<file path="src/rtl/kv_cache_pkg.sv">
// Shared types and helpers for the cache replacement logic.
package kv_cache_pkg;

  typedef enum logic [0:0] {
    PlruInit,
    PlruRun
  } plru_state_e;

  // A binary tree over N leaves has N-1 internal nodes.
  function automatic int unsigned plru_bit_num(int unsigned way_num);
    return way_num - 1;
  endfunction

  // Index of the lowest set bit; an all-zero input maps to 0.
  function automatic int unsigned onehot_to_idx(logic [31:0] onehot);
    int unsigned idx = 0;
    for (int i = 31; i >= 0; i--) begin
      if (onehot[i[4:0]]) idx = unsigned'(i);
    end
    return idx;
  endfunction

endpackage

</file>
<file path="src/rtl/kv_plru_tree.sv">
// Combinational tree-PLRU logic for one set: victim walk and touch update.
module kv_plru_tree
  import kv_cache_pkg::*;
#(
  parameter int unsigned WayNum = 4
) (
  input  logic [plru_bit_num(WayNum)-1:0] bits_i,
  input  logic [WayNum-1:0]               way_i,
  output logic [WayNum-1:0]               victim_o,
  output logic [plru_bit_num(WayNum)-1:0] bits_o,
  output logic [plru_bit_num(WayNum)-1:0] path_o
);

  localparam int unsigned NodeNum  = plru_bit_num(WayNum);
  localparam int unsigned LevelNum = $clog2(WayNum);

  function automatic logic [WayNum-1:0] walk(logic [NodeNum-1:0] bits);
    int unsigned         node = 0;
    logic [NodeNum-1:0]  sh;
    for (int l = 0; l < LevelNum; l++) begin
      sh   = bits >> node;
      node = 2 * node + (sh[0] ? 2 : 1);
    end
    return WayNum'(1) << (node - NodeNum);
  endfunction

  // Marks every node between the root and the touched leaf.
  function automatic logic [NodeNum-1:0] path_of(logic [WayNum-1:0] way);
    int unsigned        idx  = onehot_to_idx(32'(way));
    int unsigned        node = 0;
    int unsigned        dir;
    logic [NodeNum-1:0] path = '0;
    for (int l = 0; l < LevelNum; l++) begin
      dir  = (idx >> (LevelNum - 1 - l)) & 1;
      path = path | (NodeNum'(1) << node);
      node = 2 * node + 1 + dir;
    end
    return path;
  endfunction

  // Each node on the path is pointed at the sibling subtree of the touched way.
  function automatic logic [NodeNum-1:0] update(logic [NodeNum-1:0] bits,
                                                logic [WayNum-1:0]  way);
    int unsigned        idx  = onehot_to_idx(32'(way));
    int unsigned        node = 0;
    int unsigned        dir;
    logic [NodeNum-1:0] mask;
    logic [NodeNum-1:0] res  = bits;
    for (int l = 0; l < LevelNum; l++) begin
      dir  = (idx >> (LevelNum - 1 - l)) & 1;
      mask = NodeNum'(1) << node;
      res  = (dir != 0) ? (res & ~mask) : (res | mask);
      node = 2 * node + 1 + dir;
    end
    return res;
  endfunction

  always_comb begin
    victim_o = walk(bits_i);
    bits_o   = update(bits_i, way_i);
    path_o   = path_of(way_i);
  end

endmodule

</file>
<file path="src/rtl/kv_plru_victim_select.sv">
// Per-set tree PLRU victim selector with invalid-way priority.
// Define KV_PLRU_AUTO_TOUCH_EN to make every issued victim also touch its set/way.
module kv_plru_victim_select
  import kv_cache_pkg::*;
#(
  parameter int unsigned WAY_NUM = 4,
  parameter int unsigned SET_NUM = 64,
  parameter int unsigned IDX_W   = $clog2(SET_NUM)
) (
  input  logic               i_clk,
  input  logic               i_rst,
  output logic               o_ready,
  input  logic               i_touch_valid,
  input  logic [IDX_W-1:0]   i_touch_idx,
  input  logic [WAY_NUM-1:0] i_touch_way,
  input  logic               i_victim_req,
  input  logic [IDX_W-1:0]   i_victim_idx,
  input  logic [WAY_NUM-1:0] i_valid_way,
  output logic               o_victim_valid,
  output logic [WAY_NUM-1:0] o_victim_way,
  output logic               o_victim_invalid
);

  localparam int unsigned NodeNum = plru_bit_num(WAY_NUM);

  plru_state_e        state_q, state_d;
  logic [IDX_W-1:0]   cnt_q, cnt_d;
  logic [NodeNum-1:0] tree_q [SET_NUM];

  logic               run;
  logic               all_valid;
  logic [WAY_NUM-1:0] invalid_way;
  logic [WAY_NUM-1:0] first_invalid;
  logic [WAY_NUM-1:0] plru_way;
  logic [WAY_NUM-1:0] victim_way_d;
  logic [WAY_NUM-1:0] auto_way;
  logic [NodeNum-1:0] auto_upd;
  logic [NodeNum-1:0] auto_path;
  logic [NodeNum-1:0] touch_bits;
  logic [WAY_NUM-1:0] touch_walk;
  logic [NodeNum-1:0] touch_path;

  assign run     = (state_q == PlruRun);
  assign o_ready = run;

  always_comb begin
    state_d = state_q;
    cnt_d   = cnt_q;
    unique case (state_q)
      PlruInit: begin
        cnt_d = cnt_q + IDX_W'(1);
        if (cnt_q == IDX_W'(SET_NUM - 1)) state_d = PlruRun;
      end
      PlruRun: ;
    endcase
  end

  always_ff @(posedge i_clk) begin
    if (i_rst) begin
      state_q <= PlruInit;
      cnt_q   <= '0;
    end else begin
      state_q <= state_d;
      cnt_q   <= cnt_d;
    end
  end

  // Lowest-index invalid way wins over the PLRU choice.
  assign all_valid     = &i_valid_way;
  assign invalid_way   = ~i_valid_way;
  assign first_invalid = invalid_way & (~invalid_way + WAY_NUM'(1));
  assign victim_way_d  = all_valid ? plru_way : first_invalid;

`ifdef KV_PLRU_AUTO_TOUCH_EN
  assign auto_way = victim_way_d;
`else
  assign auto_way = '0;
`endif

  kv_plru_tree #(
    .WayNum (WAY_NUM)
  ) u_victim_tree (
    .bits_i   (tree_q[i_victim_idx]),
    .way_i    (auto_way),
    .victim_o (plru_way),
    .bits_o   (auto_upd),
    .path_o   (auto_path)
  );

  kv_plru_tree #(
    .WayNum (WAY_NUM)
  ) u_touch_tree (
    .bits_i   (tree_q[i_touch_idx]),
    .way_i    (i_touch_way),
    .victim_o (touch_walk),
    .bits_o   (touch_bits),
    .path_o   (touch_path)
  );

`ifdef KV_PLRU_AUTO_TOUCH_EN
  logic               same_set;
  logic [NodeNum-1:0] auto_bits;
  // Both paths land on a shared set; auto-touch owns any node on its own path.
  assign same_set  = i_touch_valid && (i_touch_idx == i_victim_idx);
  assign auto_bits = same_set ? ((touch_bits & ~auto_path) | (auto_upd & auto_path)) : auto_upd;

  logic unused_touch;
  assign unused_touch = ^{touch_walk, touch_path};
`else
  logic unused_tree_ports;
  assign unused_tree_ports = ^{touch_walk, touch_path, auto_upd, auto_path};
`endif

  always_ff @(posedge i_clk) begin
    if (i_rst) begin
      // Tree bits are not reset here; INIT clears them one set per cycle.
    end else if (!run) begin
      tree_q[cnt_q] <= '0;
    end else begin
      if (i_touch_valid) tree_q[i_touch_idx] <= touch_bits;
`ifdef KV_PLRU_AUTO_TOUCH_EN
      if (i_victim_req) tree_q[i_victim_idx] <= auto_bits;
`endif
    end
  end

  always_ff @(posedge i_clk) begin
    if (i_rst) begin
      o_victim_valid   <= 1'b0;
      o_victim_way     <= '0;
      o_victim_invalid <= 1'b0;
    end else begin
      o_victim_valid <= run && i_victim_req;
      if (run && i_victim_req) begin
        o_victim_way     <= victim_way_d;
        o_victim_invalid <= !all_valid;
      end
    end
  end

endmodule

</file>
<file path="config.mk">
export PLATFORM = sky130hd
export DESIGN_NAME = kv_plru_victim_select
export DESIGN_NICKNAME = d
export VERILOG_FILES = /design/src/rtl/kv_cache_pkg.sv /design/src/rtl/kv_plru_tree.sv /design/src/rtl/kv_plru_victim_select.sv
export SDC_FILE = /design/constraint.sdc
export NUM_CORES = 1
export LEC_CHECK = 0
export ABC_AREA = 1
export BUFFER_PORTS_ARGS = -buffer_cell sky130_fd_sc_hd__buf_2
export CORE_MARGIN = 2
export CORE_UTILIZATION = 60
export CTS_CLUSTER_DIAMETER = 150
export DETAILED_ROUTE_END_ITERATION = 10
export PLACE_DENSITY_LB_ADDON = 0.12
export SLEW_MARGIN = 40
export SYNTH_ARGS = -nofsm -noshare
export SYNTH_HDL_FRONTEND = slang
export SYNTH_SLANG_ARGS = --single-unit
</file>
<file path="constraint.sdc">
create_clock -name i_clk -period 3.1 [get_ports i_clk]
set_input_delay 0.465 -clock i_clk [delete_from_list [all_inputs] [get_ports i_clk]]
set_output_delay 0.465 -clock i_clk [all_outputs]
set_load 0.02 [all_outputs]
</file>
### Word level (Yosys, flattened, before mapping)

Memories as Yosys holds them, arrays and structs flattened.
Index checks and enable logic that the tools add are counted.
Widths: inputs -> output; s select.

| storage, ports and cells | value |
|---|---|
| register bits | 13 |
| RAM bits | 192 |
| bits of input ports | 24 |
| output and inout bits | 7 |
| word-level logic and storage cells | 46 |
| memories | 1 |

Memories:

| memory | words | width | read ports | clocked after Yosys merged registers in | wr ports | RTL line | source |
|---|---|---|---|---|---|---|---|
| tree_q | 64 | 3 | 2 | 0 | 1 | kv_plru_victim_select.sv:28 | `logic [NodeNum-1:0] tree_q [SET_NUM];` |

| operators by class | value |
|---|---|
| $add $sub $neg | 5 |
| eq/ne operators | 1 |
| shift-type cells | 3 |
| muxes and demuxes | 21 |
| bitwise gates (word level) | 6 |
| reduce and logical (&&, ||, !) cells | 4 |

Operators by type and width:

| cell | count |
|---|---|
| $add 32x32->32 | 1 |
| $shl 1x32->3 const A | 1 |
| $shl 1x32->4 const A | 1 |
| $shr 3x32->1 | 1 |
| $sub 32x2->32 const B | 1 |
| $mux 2 | 6 |
| $mux 1 | 11 |
| $not 4->4 | 2 |
| $add 6x1->6 const B | 1 |
| $eq 6x6->1 const B | 1 |
| $mux 3 | 2 |
| $mux 6 | 1 |
| $add 4x1->4 const B | 1 |
| $and 4x4->4 | 1 |
| $mux 4 | 1 |
| $reduce_and 4->1 | 1 |
| $and 3x3->3 | 1 |
| $not 3->3 | 1 |
| $or 3x3->3 | 1 |
| $reduce_or 3->1 | 1 |
| $add 1x1->2 const A | 1 |
| $logic_and 1x1->1 | 1 |
| $logic_not 1->1 | 1 |

### Depth between registers and ports, before layout

Gate-level depths: netlist of the first run.

| depth | value |
|---|---|
| word-level depth | 10 |
| mapped depth | 16 |

### Modules after synthesis

Synthesis of the first run repeated with hierarchy kept, for this count alone.

| second synthesis, totals | value |
|---|---|
| cells, all modules | 1330 |
| area, all modules | 10898.0 um^2 |

By module, submodules not included:

| module | instances | cells an instance | area an instance (um^2) |
|---|---|---|---|
| kv_plru_victim_select | 1 | 1282 | 10685.2 |
| kv_plru_tree | 2 | 24 | 106.4 |

### Worst setup path before layout of the first run

OpenSTA, ideal clock, no wires.

| path | value |
|---|---|
| path kind | register to register |
| start | register state_q, in the netlist o_ready |
| end | memory tree_q[0][0] in the netlist's numbering (data pin) |
| setup time | 0.499 ns |
| arrival | 2.458 ns |
| data required time | 2.601 ns |
| setup slack | 0.143 ns |
| cell stages (with the launch flop) | 5 |
| period minus slack after synthesis | 2.957 ns |
| cells stage by stage | dfxtp_1 buf_2 nand3_4 buf_6 nor2_1 |

| on the way | value |
|---|---|
| longest elaborated chain between the ends | 5 |

RTL lines:

| element | RTL line | source |
|---|---|---|
| from (decl) | kv_plru_victim_select.sv:26 | `plru_state_e state_q, state_d;` |
| from (signal assigned) | kv_plru_victim_select.sv:60 | `state_q <= PlruInit;` |
| from (signal assigned) | kv_plru_victim_select.sv:63 | `state_q <= state_d;` |
| $mux 1 | kv_plru_victim_select.sv:117 | `end else if (!run) begin` |
| $mux 1 | kv_plru_victim_select.sv:115 | `if (i_rst) begin` |
| $mux 1 (implied by the code) | kv_plru_victim_select.sv:120 | `if (i_touch_valid) tree_q[i_touch_idx] <= touch_bits;` |
| $reduce_or 3->1 (no source line) | -- |  |
| $mux 3 (no source line) | -- |  |
| to (decl) | kv_plru_victim_select.sv:28 |  |

No other way between the ends.

### Worst setup path in the final report of the first run

| path | value |
|---|---|
| start | register state_q, in the netlist o_ready |
| end | memory tree_q[56][1] in the netlist's numbering (enable) |

| on the way | value |
|---|---|
| longest elaborated chain between the ends | 5 |
| elaborated cells on any way between the ends | 9 |
| those cells by class | mux: 8; reduce/logical: 1 |

RTL lines:

| element | RTL line |
|---|---|
| $mux 1 | kv_plru_victim_select.sv:117 |
| $mux 1 | kv_plru_victim_select.sv:115 |
| $mux 1 (implied by the code) | kv_plru_victim_select.sv:120 |
| $reduce_or 3->1 (no source line) | -- |
| $mux 6 (no source line) / $mux 1 (equally long branches) | -- |

Parallel ways exist; a longest one is shown, timed or not.

==> metrics.md, run 1 <==
| Metric | Value |
|---|---|
| Number of cells in the design after placement | `approximately 1300` |
| GR Layer Usage met2 | `roughly 48%` |
| Final routed wirelength across all metal layers | `27.4 mm` |
| Proportion of layout cells with a drive suffix above 1 | `11.0%` |
| Post-synthesis instance area | `10000 um^2` |
| Critical Setup Path Class | `reg -> reg` |
| Area of the core | `16500 um^2` |
| RSZ-0062 raised after global routing | `false` |
| Number of maximum-capacitance constraint violations | `0` |
| Synthesized net count | `between 1000 and 1500` |
| Post-synthesis sequential area ratio | `60.2%` |
| Worst EP required | `between 3 and 4 ns` |
| Worst-path cell chain | `nand3_4 -> o21ai_1 -> inv_2 -> nor2_4 -> nand3_2 -> nor2_1` |
| Post-CTS resize count | `0` |
| Achievable Freq | `between 300 and 400 MHz` |
| Initial core utilization | `60.8%` |
| Final critical-path share of the clock period | `84.2%` |
| H-tree depth | `1` |
| Signal arrival time at the worst endpoint | `2.79 ns` |
| Post-synthesis share of cell area spent on and, or, nand and nor gates | `27.5%` |
| Worst Skew | `0.0118 ns` |
| Critical path's top delay family | `simple AND/OR/NAND/NOR gates` |
| Worst rel slew slack | `between 50% and 60%` |
| Number of filler cells placed in the layout | `1320` |
| Vias after detailed routing | `8295` |
| Worst vdd ir | `roughly 600 uV` |
| LEAKAGE | `approximately 4.4 nW` |
| Die Outline Area | `17700 um^2` |
| Top-level port count | `31` |
| DP HPWL | `~17 mm` |
| GRT met1 Usage | `45.7%` |
| CTS hold repair buffers | `0` |
| CTS Sinks | `205` |
| GR Overflow Total | `0` |
| Fraction of the mapped netlist area in compound gates | `7.60%` |
| Post-synthesis sequential element count | `205` |
| Antenna violations before repair | `0` |
| Std-Cell Rows | `47` |
| Clock-pin slew of the registers on the worst-case setup and hold paths | `0.06 ns` |
| Fin nets | `1132` |
| DP Area | `10400 um^2` |
| Wire length per cell | `20.4 um` |
| Mean post-synth cell area | `9.25 um^2` |
| Port Buffer Count | `30` |
| Global router's overall resource usage | `31.4%` |
| Number of antenna diodes | `0` |
| Design Area, Final | `11200 um^2` |
| Largest stage delay, worst path | `around 0.55 ns` |
| DRC viols | `0` |
| Clock tree buffer depth | `3` |
| TritonCTS Buffers | `22` |
| Final Non-Filler Cells | `1343` |
| Main combinational cell family by area after synthesis | `simple AND/OR/NAND/NOR gates` |
| Cell with the biggest individual delay on the critical path | `sky130_fd_sc_hd__dfxtp_1` |
| Max Slew Vio Count | `0` |
| Final count of negative-setup-slack endpoints | `0` |
| Die Span Y | `133 um` |
| Post-synthesis to final-layout area growth | `11.5%` |
| Min-Delay Path Class | `in -> reg` |
| Setup crit end kind | `flop` |
| CTS Root Cell | `sky130_fd_sc_hd__clkbuf_16` |
| Routing usage on met3 | `5.63%` |
| Vias per cell | `6.18` |
| Post-CTS setup buffer count | `0` |
| Crit-path max FO | `16` |
| Transition time of the tightest slew-check pin | `0.708 ns` |
| Wire length of the first global-routing pass | `about 43 mm` |
| Horizontal die dimension | `between 100 and 150 um` |
| Most Crowded Layer GR | `met2` |
| Total power of the final layout | `6.06 mW` |
| Final Critical Period | `2.61 ns` |
| Gate count of the mapped netlist | `1082` |
| XOR/XNOR share of the synthesized area | `0%` |
| Synthesis Warnings | `0` |
| Worst path bufs/invs | `1` |
| CTS tree | `yes` |
| Maximum number of pins on one net before global-route repair | `66` |
| Result of the run | `complete, no violations` |
| Area used by sequential logic in the layout | `6030 um^2` |
| Area of combinational cells with multiple inputs | `3530 um^2` |
| Multiplexer share of the synthesized area | `0%` |
| Adder and majority gate portion of the synthesized area | `0.125%` |
| Core utilization of the finished layout | `67.8%` |
| Final antenna-violating net count | `0` |
| Count of unique library cells instantiated by Yosys | `31` |
| Latest clock arrival within the worst-skew pair | `0.51 ns` |
| 1st-pass router iterations | `5` |
| Total Negative Setup Slacks | `0 ns` |
| Vias in the first global route | `between 7000 and 8000` |
| Power Density | `543 nW/um^2` |
| Fin. Hold Viols | `0` |
| Final Wtd Congestion | `about 0.92` |
| Number of DRC violations after detailed-routing iteration 0 | `1099` |
| Setup crit start kind | `flop` |
## routing by layer
metal | part of all wire [%] | wire [um] | up-vias
li1 | - | - | 3827
met1 | 41 | 11200 | 3869
met2 | 45 | 12300 | 506
met3 | 9.9 | 2720 | 93
met4 | 3.9 | 1070 | 0
met5 | 0 | 0 | -
## kinds of logic after synthesis
| kind of cell | Yosys count |
|---|---|
| adder cells (fa/ha/maj) | 1 |
| buffers and inverters | 95 |
| flip-flops | 205 |
| AO/OA/AOI/OAI | 135 |
| AND/OR/NAND/NOR | 646 |
## cells in the final DEF (no fill, tap or decap), types with 7 or more instances in the layout
master                      count
sky130_fd_sc_hd__nand2_1      296
sky130_fd_sc_hd__nor2_1       137
sky130_fd_sc_hd__clkinv_2       8
sky130_fd_sc_hd__buf_12         7
sky130_fd_sc_hd__buf_2         30
sky130_fd_sc_hd__o21ai_0       78
sky130_fd_sc_hd__dfxtp_1       13
sky130_fd_sc_hd__clkbuf_16     23
sky130_fd_sc_hd__nand4_1        8
sky130_fd_sc_hd__inv_2          7
sky130_fd_sc_hd__buf_4         27
sky130_fd_sc_hd__edfxtp_1     192
sky130_fd_sc_hd__inv_1         24
sky130_fd_sc_hd__a21oi_1       13
sky130_fd_sc_hd__o22ai_1       32
sky130_fd_sc_hd__nand3_1      186
## synth_stat cells
cell type	number	area share [%]
sky130_fd_sc_hd__nand2_2	2	0.12
sky130_fd_sc_hd__a21oi_1	13	0.65
sky130_fd_sc_hd__buf_1	4	0.15
sky130_fd_sc_hd__nand3_4	1	0.18
sky130_fd_sc_hd__o21ai_4	1	0.16
sky130_fd_sc_hd__nand4_1	8	0.50
sky130_fd_sc_hd__inv_4	1	0.063
sky130_fd_sc_hd__dfxtp_1	13	2.6
sky130_fd_sc_hd__inv_2	7	0.26
sky130_fd_sc_hd__nand3_1	186	9.3
sky130_fd_sc_hd__nor3b_1	1	0.075
sky130_fd_sc_hd__inv_1	24	0.90
sky130_fd_sc_hd__nor4_1	6	0.38
sky130_fd_sc_hd__o21ai_0	78	3.9
sky130_fd_sc_hd__o22ai_1	32	2.0
sky130_fd_sc_hd__buf_6	6	0.68
sky130_fd_sc_hd__ha_1	1	0.12
sky130_fd_sc_hd__o21ai_2	4	0.35
sky130_fd_sc_hd__o211ai_1	1	0.075
sky130_fd_sc_hd__nand2_1	296	11
sky130_fd_sc_hd__edfxtp_1	192	58
sky130_fd_sc_hd__o21ai_1	3	0.15
sky130_fd_sc_hd__clkbuf_1	16	0.60
sky130_fd_sc_hd__nor2_1	138	5.2
sky130_fd_sc_hd__buf_2	34	1.7
sky130_fd_sc_hd__a31oi_1	1	0.063
sky130_fd_sc_hd__o211ai_2	2	0.25
sky130_fd_sc_hd__buf_4	3	0.23
sky130_fd_sc_hd__nand3_2	4	0.40
sky130_fd_sc_hd__nor2_4	1	0.11
sky130_fd_sc_hd__nor3_1	3	0.15
## flip-flops by register name, indices dropped and copies added, names as in the netlist
name,count
o_victim_invalid,1
o_ready,1
o_victim_valid,1
tree_q,192
cnt_q,6
o_victim_way,4
## metrics by stage
step                      worst slack (ns)  hold slack, ns
final                                0.490           0.215
after global routing                 0.341           0.215
after CTS                            0.549           0.203
after floorplan                      0.143           0.443
after detailed placement             0.404           0.468
after global placement               0.511           0.453
## final timing paths
path | start | endpoint | slack [ns] | cells past startpoint
min reg2reg | o_victim_way[3]$_SDFFE_PP0P_ | o_victim_way[3]$_SDFFE_PP0P_ | 0.48 | 2
min | i_rst | o_victim_way[3]$_SDFFE_PP0P_ | 0.21 | 2
max reg2reg | o_ready$_SDFF_PP0_ | tree_q[56][1]$_DFFE_PP_ | 0.49 | 6
max | o_ready$_SDFF_PP0_ | tree_q[56][1]$_DFFE_PP_ | 0.49 | 6
## final cells by class
cell class              count  area share [%]
multi-input cells         782            31.6
inverters                  32            1.10
well taps                 220            2.47
clock inverters            14            1.13
flip-flops and latches    205            54.0
clock buffers              26            5.26
repair buffers             64            4.42
## report_power, final
part           internal [mW]  switching [mW]
logic                  0.140           0.341
registers               2.99         0.00638
clock network           1.52            1.06
(Power assumes the default switching activity.)
==> run 2: changes to the inputs <==
- clock period: 3.1 -> 2.6 ns (I/O delays scaled with it)
==> metrics.md, run 2 (synthesis results as in run 1) <==
| Metric | Value |
|---|---|
| Result of the run | `complete, no violations` |
| Die Outline Area | `17700 um^2 (unchanged)` |
| Vias in the first global route | `7574 (-0.82%)` |
| Total Negative Setup Slacks | `0 ns (unchanged)` |
| Transition time of the tightest slew-check pin | `0.686 ns (-0.0223 ns)` |
| GRT met1 Usage | `45.5% (-0.22 points)` |
| Final Wtd Congestion | `0.941 (+2.2%)` |
| GR Layer Usage met2 | `48.5% (+0.75 points)` |
| LEAKAGE | `4.38 nW (+0.70%)` |
| CTS Sinks | `205 (unchanged)` |
| Setup crit start kind | `flop` |
| Routing usage on met3 | `6.13% (+0.49 points)` |
| Design Area, Final | `11200 um^2 (+0.40%)` |
| CTS Root Cell | `sky130_fd_sc_hd__clkbuf_16` |
| Worst Hold End | `o_victim_way[3]$_SDFFE_PP0P_` |
| TritonCTS Buffers | `21 (-4.5%)` |
| Maximum number of pins on one net before global-route repair | `66 (unchanged)` |
| Latest clock arrival within the worst-skew pair | `0.51 ns (about the same)` |
| Antenna violations before repair | `2 (+2)` |
| Worst EP required | `2.77 ns (-0.51 ns)` |
| Area of combinational cells with multiple inputs | `3530 um^2 (unchanged)` |
| Achievable Freq | `460 MHz (+20%)` |
| Worst Skew | `0.0183 ns (+0.00640 ns)` |
| Final count of negative-setup-slack endpoints | `0 (unchanged)` |
| Port Buffer Count | `30 (unchanged)` |
| Post-CTS setup buffer count | `0 (unchanged)` |
| Worst Hold Path Cells | `2 (unchanged)` |
| Number of maximum-capacitance constraint violations | `0 (unchanged)` |
| Die Span Y | `133 um (unchanged)` |
| DP Area | `10600 um^2 (+1.3%)` |
| Fin nets | `1143 (+0.97%)` |
| Wire length per cell | `20.5 um (+0.47%)` |
| Horizontal die dimension | `133 um (unchanged)` |
| Vias per cell | `6.19 (+0.23%)` |
| Worst rel slew slack | `54.2% (+1.9 points)` |
| Worst-path cell chain | `nand3_4 -> o21ai_1 -> inv_2 -> nor2_4 -> nand3_2 -> nor2_1` |
| GR Overflow Total | `0 (unchanged)` |
| Number of filler cells placed in the layout | `1308 (-0.91%)` |
| Total power of the final layout | `6.92 mW (+14%)` |
| Setup crit end kind | `flop` |
| CTS tree | `yes` |
| Area used by sequential logic in the layout | `6030 um^2 (unchanged)` |
| Cell with the biggest individual delay on the critical path | `sky130_fd_sc_hd__o21ai_1` |
| Setup slack of the most critical reg-to-reg path | `0.43 ns (-0.06 ns)` |
| Commonest non-fill, non-tap cell in the layout | `sky130_fd_sc_hd__nand2_1` |
| Final critical-path share of the clock period | `83.6% (-0.56 points)` |
| Initial core utilization | `60.8% (unchanged)` |
| Std-Cell Rows | `47 (unchanged)` |
| Depth of the most critical reg-to-reg path | `6 (unchanged)` |
| Vias after detailed routing | `8370 (+0.90%)` |
| Number of antenna diodes | `0 (unchanged)` |
| Final routed wirelength across all metal layers | `27.7 mm (+1.1%)` |
| DRC viols | `0 (unchanged)` |
| Fin. Hold Viols | `0 (unchanged)` |
| Wire length of the first global-routing pass | `42.7 mm (-0.50%)` |
| Hold path start | `i_rst` |
| Most used cells in the layout excluding fill and tap cells | `sky130_fd_sc_hd__nand2_1 (296), sky130_fd_sc_hd__edfxtp_1 (192), sky130_fd_sc_hd__nand3_1 (186), sky130_fd_sc_hd__nor2_1 (137), sky130_fd_sc_hd__o21ai_0 (78)` |
| Reg-to-reg critical path endpoint | `tree_q[17][1]$_DFFE_PP_` |
| DP HPWL | `17.4 mm (+0.40%)` |
| H-tree depth | `1 (unchanged)` |
| Signal arrival time at the worst endpoint | `2.35 ns (-0.44 ns)` |
| Power Density | `617 nW/um^2 (+14%)` |
| Largest registers ranked by flip-flop count | `tree_q: 192 flops, cnt_q: 6 flops, o_victim_way: 4 flops` |
| Top-level port count | `31 (unchanged)` |
| Final Critical Period | `2.17 ns (-0.436 ns)` |
| 1st-pass router iterations | `6 (+1)` |
| Crit-path max FO | `10 (-6)` |
| Flip-flop count of the largest register after layout | `192 (unchanged)` |
| Final antenna-violating net count | `0 (unchanged)` |
| Post-synthesis to final-layout area growth | `12.0%` |
| Largest reg by FF count | `tree_q` |
| Min-Delay Path Class | `in -> reg` |
| Largest stage delay, worst path | `0.38 ns (-0.17 ns)` |
| Most Crowded Layer GR | `met2` |
| Proportion of layout cells with a drive suffix above 1 | `11.0% (-0.088 points)` |
| Core utilization of the finished layout | `68.1% (+0.27 points)` |
| Number of DRC violations after detailed-routing iteration 0 | `1199 (+9.1%)` |
| Clock tree buffer depth | `3 (unchanged)` |
| Critical Setup Path Class | `reg -> reg` |
| Global router's overall resource usage | `31.4% (about the same)` |
| RSZ-0062 raised after global routing | `false` |
| Worst vdd ir | `495 uV (-18%)` |
| CTS hold repair buffers | `0 (unchanged)` |
| Crit Reg-Reg Startpoint | `o_ready$_SDFF_PP0_` |
| Clock-pin slew of the registers on the worst-case setup and hold paths | `0.06 ns (about the same)` |
| Area of the core | `16500 um^2 (unchanged)` |
| Max Slew Vio Count | `0 (unchanged)` |
| Post-CTS resize count | `0 (unchanged)` |
[run 2: cell count changes in the layout (fill, tap and decap cells not counted)]
cell                         change
sky130_fd_sc_hd__buf_12          +4
sky130_fd_sc_hd__buf_4           +8
sky130_fd_sc_hd__bufinv_16       -1
sky130_fd_sc_hd__clkbuf_1        +1
sky130_fd_sc_hd__clkbuf_16       -2
sky130_fd_sc_hd__clkinv_1        +8
sky130_fd_sc_hd__clkinv_2        -7
sky130_fd_sc_hd__clkinvlp_4      -3
sky130_fd_sc_hd__inv_6           +1
[run 2: per-layer routing]
layer / vias up / part of all wire (%)
met1: 3926 / 41
met5: - / 0.029
li1: 3846 / -
met4: 2 / 3.4
met2: 506 / 45
met3: 90 / 11
[run 2: metrics by stage]
step	hold WS [ns]	instances	setup slack (ns)
floorplan	0.443	1082	0.144
finish	0.144	1352	0.425
global placement	0.450	1315	0.227
CTS	0.138	1352	0.509
global route	0.161	1352	0.305
detailed placement	0.462	1315	0.151
[run 2: critical path, delay by kind of cell, from the launching register on]
kind                   cells  cell delay (ns)
AND/OR/NAND/NOR            4             0.91
AO/OA/AOI/OAI              1             0.38
buffers and inverters      1             0.19
flip-flops                 1             0.37
[run 2: where the power goes]
| group | internal (mW) | total, mW | switching (mW) |
|---|---|---|---|
| clock network | 1.57 | 2.75 | 1.18 |
| registers | 3.57 | 3.57 | 0.00702 |
| logic | 0.177 | 0.591 | 0.414 |
[run 2: final cells by class]
| class | count | area share [%] |
|---|---|---|
| Timing Repair Buffer | 76 | 5.65 |
| Multi-Input combinational cell | 782 | 31.5 |
| Clock buffer | 25 | 4.82 |
| Sequential cell | 205 | 53.8 |
| Tap cell | 220 | 2.46 |
| Clock inverter | 12 | 0.692 |
| Inverter | 32 | 1.09 |
[run 2: worst max path at each step]
stage                       startpoint                       to
global placement                 i_rst  tree_q[31][0]$_DFFE_PP_
CTS                 o_ready$_SDFF_PP0_  tree_q[17][1]$_DFFE_PP_
detailed placement               i_rst  tree_q[17][1]$_DFFE_PP_
floorplan               i_touch_idx[0]   tree_q[0][2]$_DFFE_PP_
global route        o_ready$_SDFF_PP0_  tree_q[54][2]$_DFFE_PP_
finish              o_ready$_SDFF_PP0_  tree_q[17][1]$_DFFE_PP_
